===== src/rtl/fifo_mwmr_pkg.sv =====
// Shared definitions for the dec->ix multi-lane bundle queue: default lane count,
// default bundle width and small helpers for counter widths and modulo-DEPTH pointer arithmetic.
package fifo_mwmr_pkg;

  localparam int FIFO_MWMR_LANES = 2;
  localparam int BUNDLE_WIDTH    = 248;

  // Bits needed to hold a count of 0..lanes.
  function automatic int count_bits(input int lanes);
    return $clog2(lanes + 1);
  endfunction

  // ptr and n are both below depth, so a single conditional subtract wraps correctly.
  function automatic int wrap_add(input int ptr, input int n, input int depth);
    int sum;
    sum = ptr + n;
    if (sum >= depth) sum = sum - depth;
    return sum;
  endfunction

endpackage


===== src/rtl/fifo_mwmr_prefix.sv =====
// Leading-ones counter: number of consecutive set bits starting from bit 0.
// Used for write admission (n_w) and in-order retirement (n_r).
module fifo_mwmr_prefix
  import fifo_mwmr_pkg::*;
#(
  parameter  int LANES = 2,
  localparam int CW    = count_bits(LANES)
) (
  input  logic [LANES-1:0] bits,
  output logic [CW-1:0]    count
);

  logic run;

  // NOTE: combinational blocks use blocking '=' so later statements see the
  // updated run/count; every variable is given a default first so no latch is inferred.
  always_comb begin
    run   = 1'b1;
    count = '0;
    for (int i = 0; i < LANES; i++) begin
      run = run & bits[i];
      if (run) count = count + CW'(1);
    end
  end

endmodule


===== src/rtl/fifo_mwmr.sv =====
// Multi-lane in-order queue between dec and ix: LANES writes and LANES reads per cycle, any DEPTH.
// Define FIFO_MWMR_BYPASS_EN to forward incoming writes straight to the read lanes when level < LANES.
module fifo_mwmr
  import fifo_mwmr_pkg::*;
#(
  parameter int WIDTH     = BUNDLE_WIDTH,
  parameter int LANES     = FIFO_MWMR_LANES,
  parameter int DEPTH     = 6,
  parameter int ABITS     = 3,
  parameter int AF_THRESH = 4
) (
  input  logic                   clk,
  input  logic                   rst_n,
  input  logic                   flush,
  input  logic [LANES*WIDTH-1:0] a_data,
  input  logic [LANES-1:0]       a_valid,
  output logic                   a_ready,
  output logic [LANES*WIDTH-1:0] b_data,
  output logic [LANES-1:0]       b_valid,
  input  logic [LANES-1:0]       b_ready,
  output logic [ABITS:0]         level,
  output logic                   almost_full
);

  localparam int CW = count_bits(LANES);
  localparam int LW = ABITS + 1;

  logic [WIDTH-1:0] mem [DEPTH];
  logic [ABITS-1:0] rd_ptr;
  logic [ABITS-1:0] wr_ptr;
  logic [ABITS-1:0] rd_slot [LANES];
  logic [ABITS-1:0] wr_slot [LANES];
  logic [CW-1:0]    n_w_raw;
  logic [CW-1:0]    n_w;
  logic [CW-1:0]    n_r;
  logic [LANES-1:0] pop_req;
  logic [LANES-1:0] store_en;

  // Admission looks only at registered level: same-cycle pops never grant credit.
  assign a_ready     = (level <= LW'(DEPTH - LANES));
  assign almost_full = (level >= LW'(AF_THRESH));

  fifo_mwmr_prefix #(.LANES(LANES)) u_wr_prefix (
    .bits  (a_valid),
    .count (n_w_raw)
  );

  assign n_w     = a_ready ? n_w_raw : '0;
  assign pop_req = b_valid & b_ready;

  fifo_mwmr_prefix #(.LANES(LANES)) u_rd_prefix (
    .bits  (pop_req),
    .count (n_r)
  );

  always_comb begin
    for (int i = 0; i < LANES; i++) begin
      rd_slot[i] = ABITS'(wrap_add(int'(rd_ptr), i, DEPTH));
      wr_slot[i] = ABITS'(wrap_add(int'(wr_ptr), i, DEPTH));
    end
  end

  always_comb begin
    b_valid = '0;
    b_data  = '0;
    for (int k = 0; k < LANES; k++) begin
      b_valid[k]               = (k < int'(level));
      b_data[k*WIDTH +: WIDTH] = mem[rd_slot[k]];
`ifdef FIFO_MWMR_BYPASS_EN
      for (int j = 0; j < LANES; j++) begin
        if ((k == int'(level) + j) && (j < int'(n_w))) begin
          b_valid[k]               = 1'b1;
          b_data[k*WIDTH +: WIDTH] = a_data[j*WIDTH +: WIDTH];
        end
      end
`endif
    end
  end

  // Write lane i lands at queue position level+i; it is skipped if already retired by bypass.
  always_comb begin
    store_en = '0;
    for (int i = 0; i < LANES; i++) begin
      store_en[i] = (i < int'(n_w)) && ((int'(level) + i) >= int'(n_r));
    end
  end

  always_ff @(posedge clk or negedge rst_n) begin
    if (!rst_n) begin
      rd_ptr <= '0;
      wr_ptr <= '0;
      level  <= '0;
    end else if (flush) begin
      rd_ptr <= '0;
      wr_ptr <= '0;
      level  <= '0;
    end else begin
      rd_ptr <= ABITS'(wrap_add(int'(rd_ptr), int'(n_r), DEPTH));
      wr_ptr <= ABITS'(wrap_add(int'(wr_ptr), int'(n_w), DEPTH));
      level  <= level + LW'(n_w) - LW'(n_r);
    end
  end

  // NOTE: storage is deliberately left out of reset; b_valid qualifies its contents,
  // and an unreset array maps to plain flops or RAM without a reset fan-out.
  always_ff @(posedge clk) begin
    if (!flush) begin
      for (int i = 0; i < LANES; i++) begin
        if (store_en[i]) mem[wr_slot[i]] <= a_data[i*WIDTH +: WIDTH];
      end
    end
  end

endmodule


===== config.mk =====
export PLATFORM = sky130hd
export DESIGN_NAME = fifo_mwmr
export DESIGN_NICKNAME = d
export VERILOG_FILES = /design/src/rtl/fifo_mwmr_pkg.sv /design/src/rtl/fifo_mwmr_prefix.sv /design/src/rtl/fifo_mwmr.sv
export SDC_FILE = /design/constraint.sdc
export NUM_CORES = 2
export LEC_CHECK = 0
export CORE_AREA = 2 2 396 398
export CTS_CLUSTER_DIAMETER = 100
export DETAILED_ROUTE_END_ITERATION = 10
export DIE_AREA = 0 0 398 400
export PLACE_DENSITY = 0.84
export SLEW_MARGIN = 20
export SYNTH_ARGS = -nofsm -noshare
export SYNTH_HDL_FRONTEND = slang
export SYNTH_SLANG_ARGS = --single-unit
export TNS_END_PERCENT = 1

===== constraint.sdc =====
create_clock -name clk -period 36.8 [get_ports clk]
set_input_delay 7.36 -clock clk [delete_from_list [all_inputs] [get_ports clk]]
set_output_delay 7.36 -clock clk [all_outputs]
set_load 0.02 [all_outputs]

Yosys cells after proc, flatten, opt, wreduce, memory -nomap -nowiden
Memories as Yosys holds them, arrays and structs flattened.
Index checks and enable logic that the tools add are counted.
{"block": "word_totals", "word_cells": 58, "inputBits": 503, "mem_count": 1, "mem_bits_rw": 1488, "out_inout_bits": 504, "reg_bits": 10}
{"memory": "mem", "words": 6, "width": 248, "read_ports": 2, "rd_clocked_by_memory_dff": 0, "write_ports": 2, "line_no": "fifo_mwmr.sv:28", "rtl": "logic [WIDTH-1:0] mem [DEPTH];"}
{"block": "op_classes", "mux": 20, "n_lt_le_gt_ge": 14, "addsub": 15, "reduce_logical": 2, "bitwise_logic": 3}
{"operator": "3-bit two-way mux", "count": 8}
{"operator": "4-bit by 3-bit greater-or-equal comparator with 1-bit output (second input constant)", "count": 5}
{"operator": "3-bit subtractor (second input constant)", "count": 6}
{"operator": "3-bit by 1-bit adder with 4-bit output (second input constant)", "count": 2}
{"operator": "3-bit by 2-bit adder with 4-bit output", "count": 2}
{"operator": "1-bit by 4-bit less-than comparator with 1-bit output (first input constant)", "count": 2}
{"operator": "1-bit two-way mux", "count": 8}
{"operator": "3-bit greater-or-equal comparator (second input constant)", "count": 2}
{"operator": "2-bit two-way mux", "count": 3}
{"operator": "4-bit by 1-bit adder with 5-bit output (second input constant)", "count": 1}
{"operator": "5-bit by 2-bit greater-or-equal comparator with 1-bit output", "count": 1}
{"operator": "2-bit by 1-bit adder with 2-bit output (second input constant)", "count": 2}
{"operator": "4-bit by 2-bit adder with 4-bit output", "count": 1}
{"operator": "4-bit by 2-bit greater-or-equal comparator with 1-bit output", "count": 1}
{"operator": "4-bit by 3-bit <= comparator with 1-bit output (second input constant)", "count": 1}
{"operator": "1-bit by 2-bit less-than comparator with 1-bit output (first input constant)", "count": 2}
{"operator": "4-bit two-way mux", "count": 1}
{"operator": "4-bit by 2-bit subtractor with 4-bit output", "count": 1}
{"operator": "1-bit bitwise AND", "count": 2}
{"operator": "2-bit bitwise AND", "count": 1}
{"operator": "1-bit logical AND", "count": 2}

Logic depth before layout (Yosys ltp)
{"block": "depth", "word_depth": 10, "depth_mapped": 13, "depth_no_buf": 13}

By module
From an unflattened synthesis, not the netlist that was laid out.
{"block": "unflattened", "hier_cells": 5597, "area_unflattened_um2": 84217.0}
{"module": "fifo_mwmr", "cells_each": 5593, "instances": 1, "area_each_um2": 84184.5}
{"module": "fifo_mwmr_prefix", "cells_each": 2, "instances": 2, "area_each_um2": 16.3}

Least setup slack after synthesis
OpenSTA, ideal clock, no wires.
{"block": "synth_timing", "path_kind": "input-to-reg", "start": "input b_ready[0]", "end": "memory mem[3][0] (netlist bit), enable pin", "n_path_buf": 0, "path_slack_ps": 10079, "cell_stages": 8, "t_required_ps": 35600, "setup_time_ps": 1200, "t_arrival_ps": 25521, "cell_sequence": "nand2_1 -> a21oi_1 -> ha_1 -> nand2b_1 -> a21oi_1 -> o21ai_0 -> nand3_1 -> o21ai_0"}
{"item": "start: declaration", "line_no": "fifo_mwmr.sv:20", "rtl": "input logic [LANES-1:0] b_ready,"}
{"item": "end: declaration", "line_no": "fifo_mwmr.sv:28"}

Worst setup path after layout
{"block": "layout_timing", "start": "register rd_ptr[0]", "end": "output b_data[359]"}
{"block": "layout_via", "elab_chain_len": 4}
{"item": "start: declaration", "line_no": "fifo_mwmr.sv:29", "rtl": "logic [ABITS-1:0] rd_ptr;"}
{"item": "start signal: assignment", "line_no": "fifo_mwmr.sv:98", "rtl": "rd_ptr <= ABITS'(wrap_add(int'(rd_ptr), int'(n_r), DEPTH));"}
{"item": "3-bit by 1-bit adder with 4-bit output (*)", "line_no": "fifo_mwmr_pkg.sv:16", "rtl": "sum = ptr + n;"}
{"item": "4-bit by 3-bit greater-or-equal comparator with 1-bit output or 3-bit subtractor (tied branches)", "line_no": "fifo_mwmr_pkg.sv:17", "rtl": "if (sum >= depth) sum = sum - depth;"}
{"item": "3-bit two-way mux (*)", "line_no": "fifo_mwmr_pkg.sv:17"}
{"item": "memory read 6 x 248 bit (*)"}
{"item": "end: declaration", "line_no": "fifo_mwmr.sv:18", "rtl": "output logic [LANES*WIDTH-1:0] b_data,"}
Mark *: on every way between the ends. The rest lies on a longest branch, timed or not.

==> metrics.yaml <==
status: "finished, final reports clean"
synth_top_area_share: 0.5344
cts_hold_buf: 0
final_common_cell: "edfxtp_1"
synth_seq_area_share: 0.5374
cts_sinks: 1498
most-common-layout-cells: "edfxtp_1 (1488), mux2_2 (1446), clkdlybuf4s50_1 (1006)"
crit_arrival_ns: 7.50
maxSlewViolCount: 0
grtUsageTotal: 0.3274
cts_max_path_buffers: 3
drv_cap: 0
ant_nets: 0
via_per_inst: 6.767
critical_path.max_fanout: 129
critPathLaunch: "rd_ptr[0]"
ys_types: 42
setup_violations: 0
ir_drop_v: 0.0001176
grt-ovfl-total: 0
firstDrtPassIters: 6
area_growth_pct: 20.17
die_x_um: 398
combPwrFrac: 0.517
reg2regPathDepth: 14
rsz0062_at_grt: "no"
synth_ff_type: "edfxtp_1"
htree_num_levels: 4
swShare: 0.3926
syn-cell-area_sq_mm: 0.08362
drive_gt1_frac: 0.3091
power_leakage_nw: 35.98
grt_max_degree: 177
critPathLaunchType: "flip-flop"
setup_tns_ns: 0
synth-edff-count: 1488
n_fill_cell: 10820
period_minus_slack_ns: 14.86
routed_wl_mm: 271.0
yosys.area.top_type: "edfxtp_1"
dpl.cell_count: 8267
hold_path_class: "reg -> reg"
fin_crit_sh: 0.4039
max_slew_margin: 0.1367
clkPwrFrac: 0.206
grt_pass1_vias: 58470
avgSynthCellArea_sq_um: 14.97
clk_latency_ns: 0.82
cp.required_ns: 29.44
drt_iter0_drc: 6634
intPower_w: 0.004605
worst_pin_slew_ns: 1.295
cts_buffers: 161
synth_nets: 6118
critPathCaptureType: "output pin"
maxClockFrequency_ghz: 0.06728
grt_pass1_wl_mm: 389.2
finClkSkew_ns: 0.03903
crit_type: "reg -> out"
async_flop_share: 0.006676
crit_path_end: "b_data[359]"
cts_tree: "yes"
powerDensity_mw_per_mm2: 75.46
portBuffers: 1006
wire_per_inst_um: 31.38
post_cts_buffers: 0
hpwl_mm: 157.0
die_area_sq_mm: 0.1592
rows: 145
dr_total_vias: 58440
place_congestion: 0.8594
clk_pin_slew_ns: 0.06
worstReg2RegEnd: "mem[1][84]"
antenna_found_initial: 105
coreArea_sq_mm: 0.1551
initial_core_util: 0.5391
synth-seq-cells: 1498
yosysWarnings: 0
stdcell_count: 8636
ff2ff_setup_slack_ns: 30.29
p_switching_w: 0.002977
fin_nets: 6904
power.share.sequential: 0.277
r2r-start: "level[1]"
synth_area_leaders: "edfxtp_1 (53%), mux2_2 (19%), mux2i_1 (8.9%)"
postSynthCellCount: 5586
final_hold_viol_count: 0
drc: 0
ios: 1007
post_cts_resized: 0
die_y_um: 400
root_buffer: "clkbuf_16"
[critical path, cell delays in order, from the launching register on]
cell and delay, ns:
dfrtp_4 1.08, inv_1 0.27, ha_1 0.38, inv_1 0.13
o21ai_0 0.17, o22ai_4 0.30, buf_12 0.73, buf_4 0.99
buf_4 0.96, mux2i_1 0.20, a221oi_1 0.40, clkdlybuf4s50_1 0.78
[final cells by class]
cell class                 count  area (sq um)  area share
clock inverter                77         629.4    0.006264
inverter                      23         86.33   0.0008592
antenna                       81         202.7    0.002017
timing repair buffer        1087         10880      0.1083
tap                         2058          2575     0.02563
clock buffer                 211          4323     0.04302
multi-input combinational   3601         36850      0.3667
sequential                  1498         44940      0.4472
[cells by family (layout without fill, tap and decap cells)]
kind of cell / Yosys count / in the layout / synth area share
AOI/OAI and AO/OA: 777 / 777 / 0.06208
xor gates and xnor gates: 7 / 7 / 0.0007332
adders and majority gates: 30 / 30 / 0.004728
buffers and inverters: 487 / 1398 / 0.02411
DFF: 1498 / 1498 / 0.5374
muxes: 2482 / 2482 / 0.3565
other: 0 / 81 / 0
and+or+nand+nor: 305 / 305 / 0.01447
[power by group through the flow]
stage                     combinational (W)  sequential (W)  clock [W]
final                               0.00392         0.00210    0.00156
after global routing                0.00405         0.00211    0.00163
after CTS                           0.00387         0.00210    0.00157
after detailed placement            0.00385         0.00213          0
after global placement              0.00382         0.00212          0
after floorplan                     0.00225         0.00217          0
[routing by layer]
metal / share of wire / wire length [um] / global-route usage
met1: 0.36 / 96770 / 0.4056
met2: 0.47 / 128600 / 0.5160
met3: 0.12 / 31200 / 0.09784
met4: 0.052 / 14000 / 0.1788
met5: 0.0016 / 435 / 0
[sequential cells by signal, indices dropped and copies added, names as in the netlist]
| signal | cells |
|---|---|
| mem | 1488 |
| level | 4 |
| rd_ptr | 3 |
| wr_ptr | 3 |
[per-stage QoR]
step	setup WS [ns]	hold slack [ns]	cell area, sq um	util	total power, W
final	21.94	0.7524	100500	0.6478	0.007582
after global routing	21.59	0.7748	100400	0.6475	0.007795
after CTS	22.06	0.7393	100300	0.6464	0.007532
after detailed placement	22.98	0.7261	95320	0.6145	0.005980
after global placement	23.03	0.7119	95320	0.6145	0.005941
after floorplan	10.08	0.6394	83620	-	0.004419
[synthesized netlist by cell type (2+ instances only)]
library cell,count
a2111o_1,2
a21o_1,2
a21oi_1,10
a221oi_1,249
a22o_1,3
a31oi_1,3
buf_1,101
buf_2,150
clkbuf_1,213
dfrtp_1,10
edfxtp_1,1488
fa_1,3
ha_1,26
inv_1,23
mux2_1,42
mux2_2,1447
mux2i_1,745
mux4_2,248
nand2_1,272
nand2b_1,4
nand3_1,3
nor2_1,10
nor2b_1,4
nor3_1,2
o21ai_0,253
o22ai_1,250
or3_1,3
xnor2_1,5
xor2_1,2
[worst min path at each step]
| stage | from | to | cells after the start | slack (ns) |
|---|---|---|---|---|
| CTS | wr_ptr[2] | wr_ptr[2] | 2 | 0.74 |
| floorplan | rd_ptr[0] | rd_ptr[0] | 2 | 0.64 |
| detailed placement | wr_ptr[2] | wr_ptr[2] | 2 | 0.73 |
| finish | wr_ptr[2] | wr_ptr[2] | 2 | 0.75 |
| global placement | wr_ptr[2] | wr_ptr[2] | 2 | 0.71 |
| global route | wr_ptr[2] | wr_ptr[2] | 2 | 0.77 |
No activity file was read; power rests on OpenSTA's default activity.
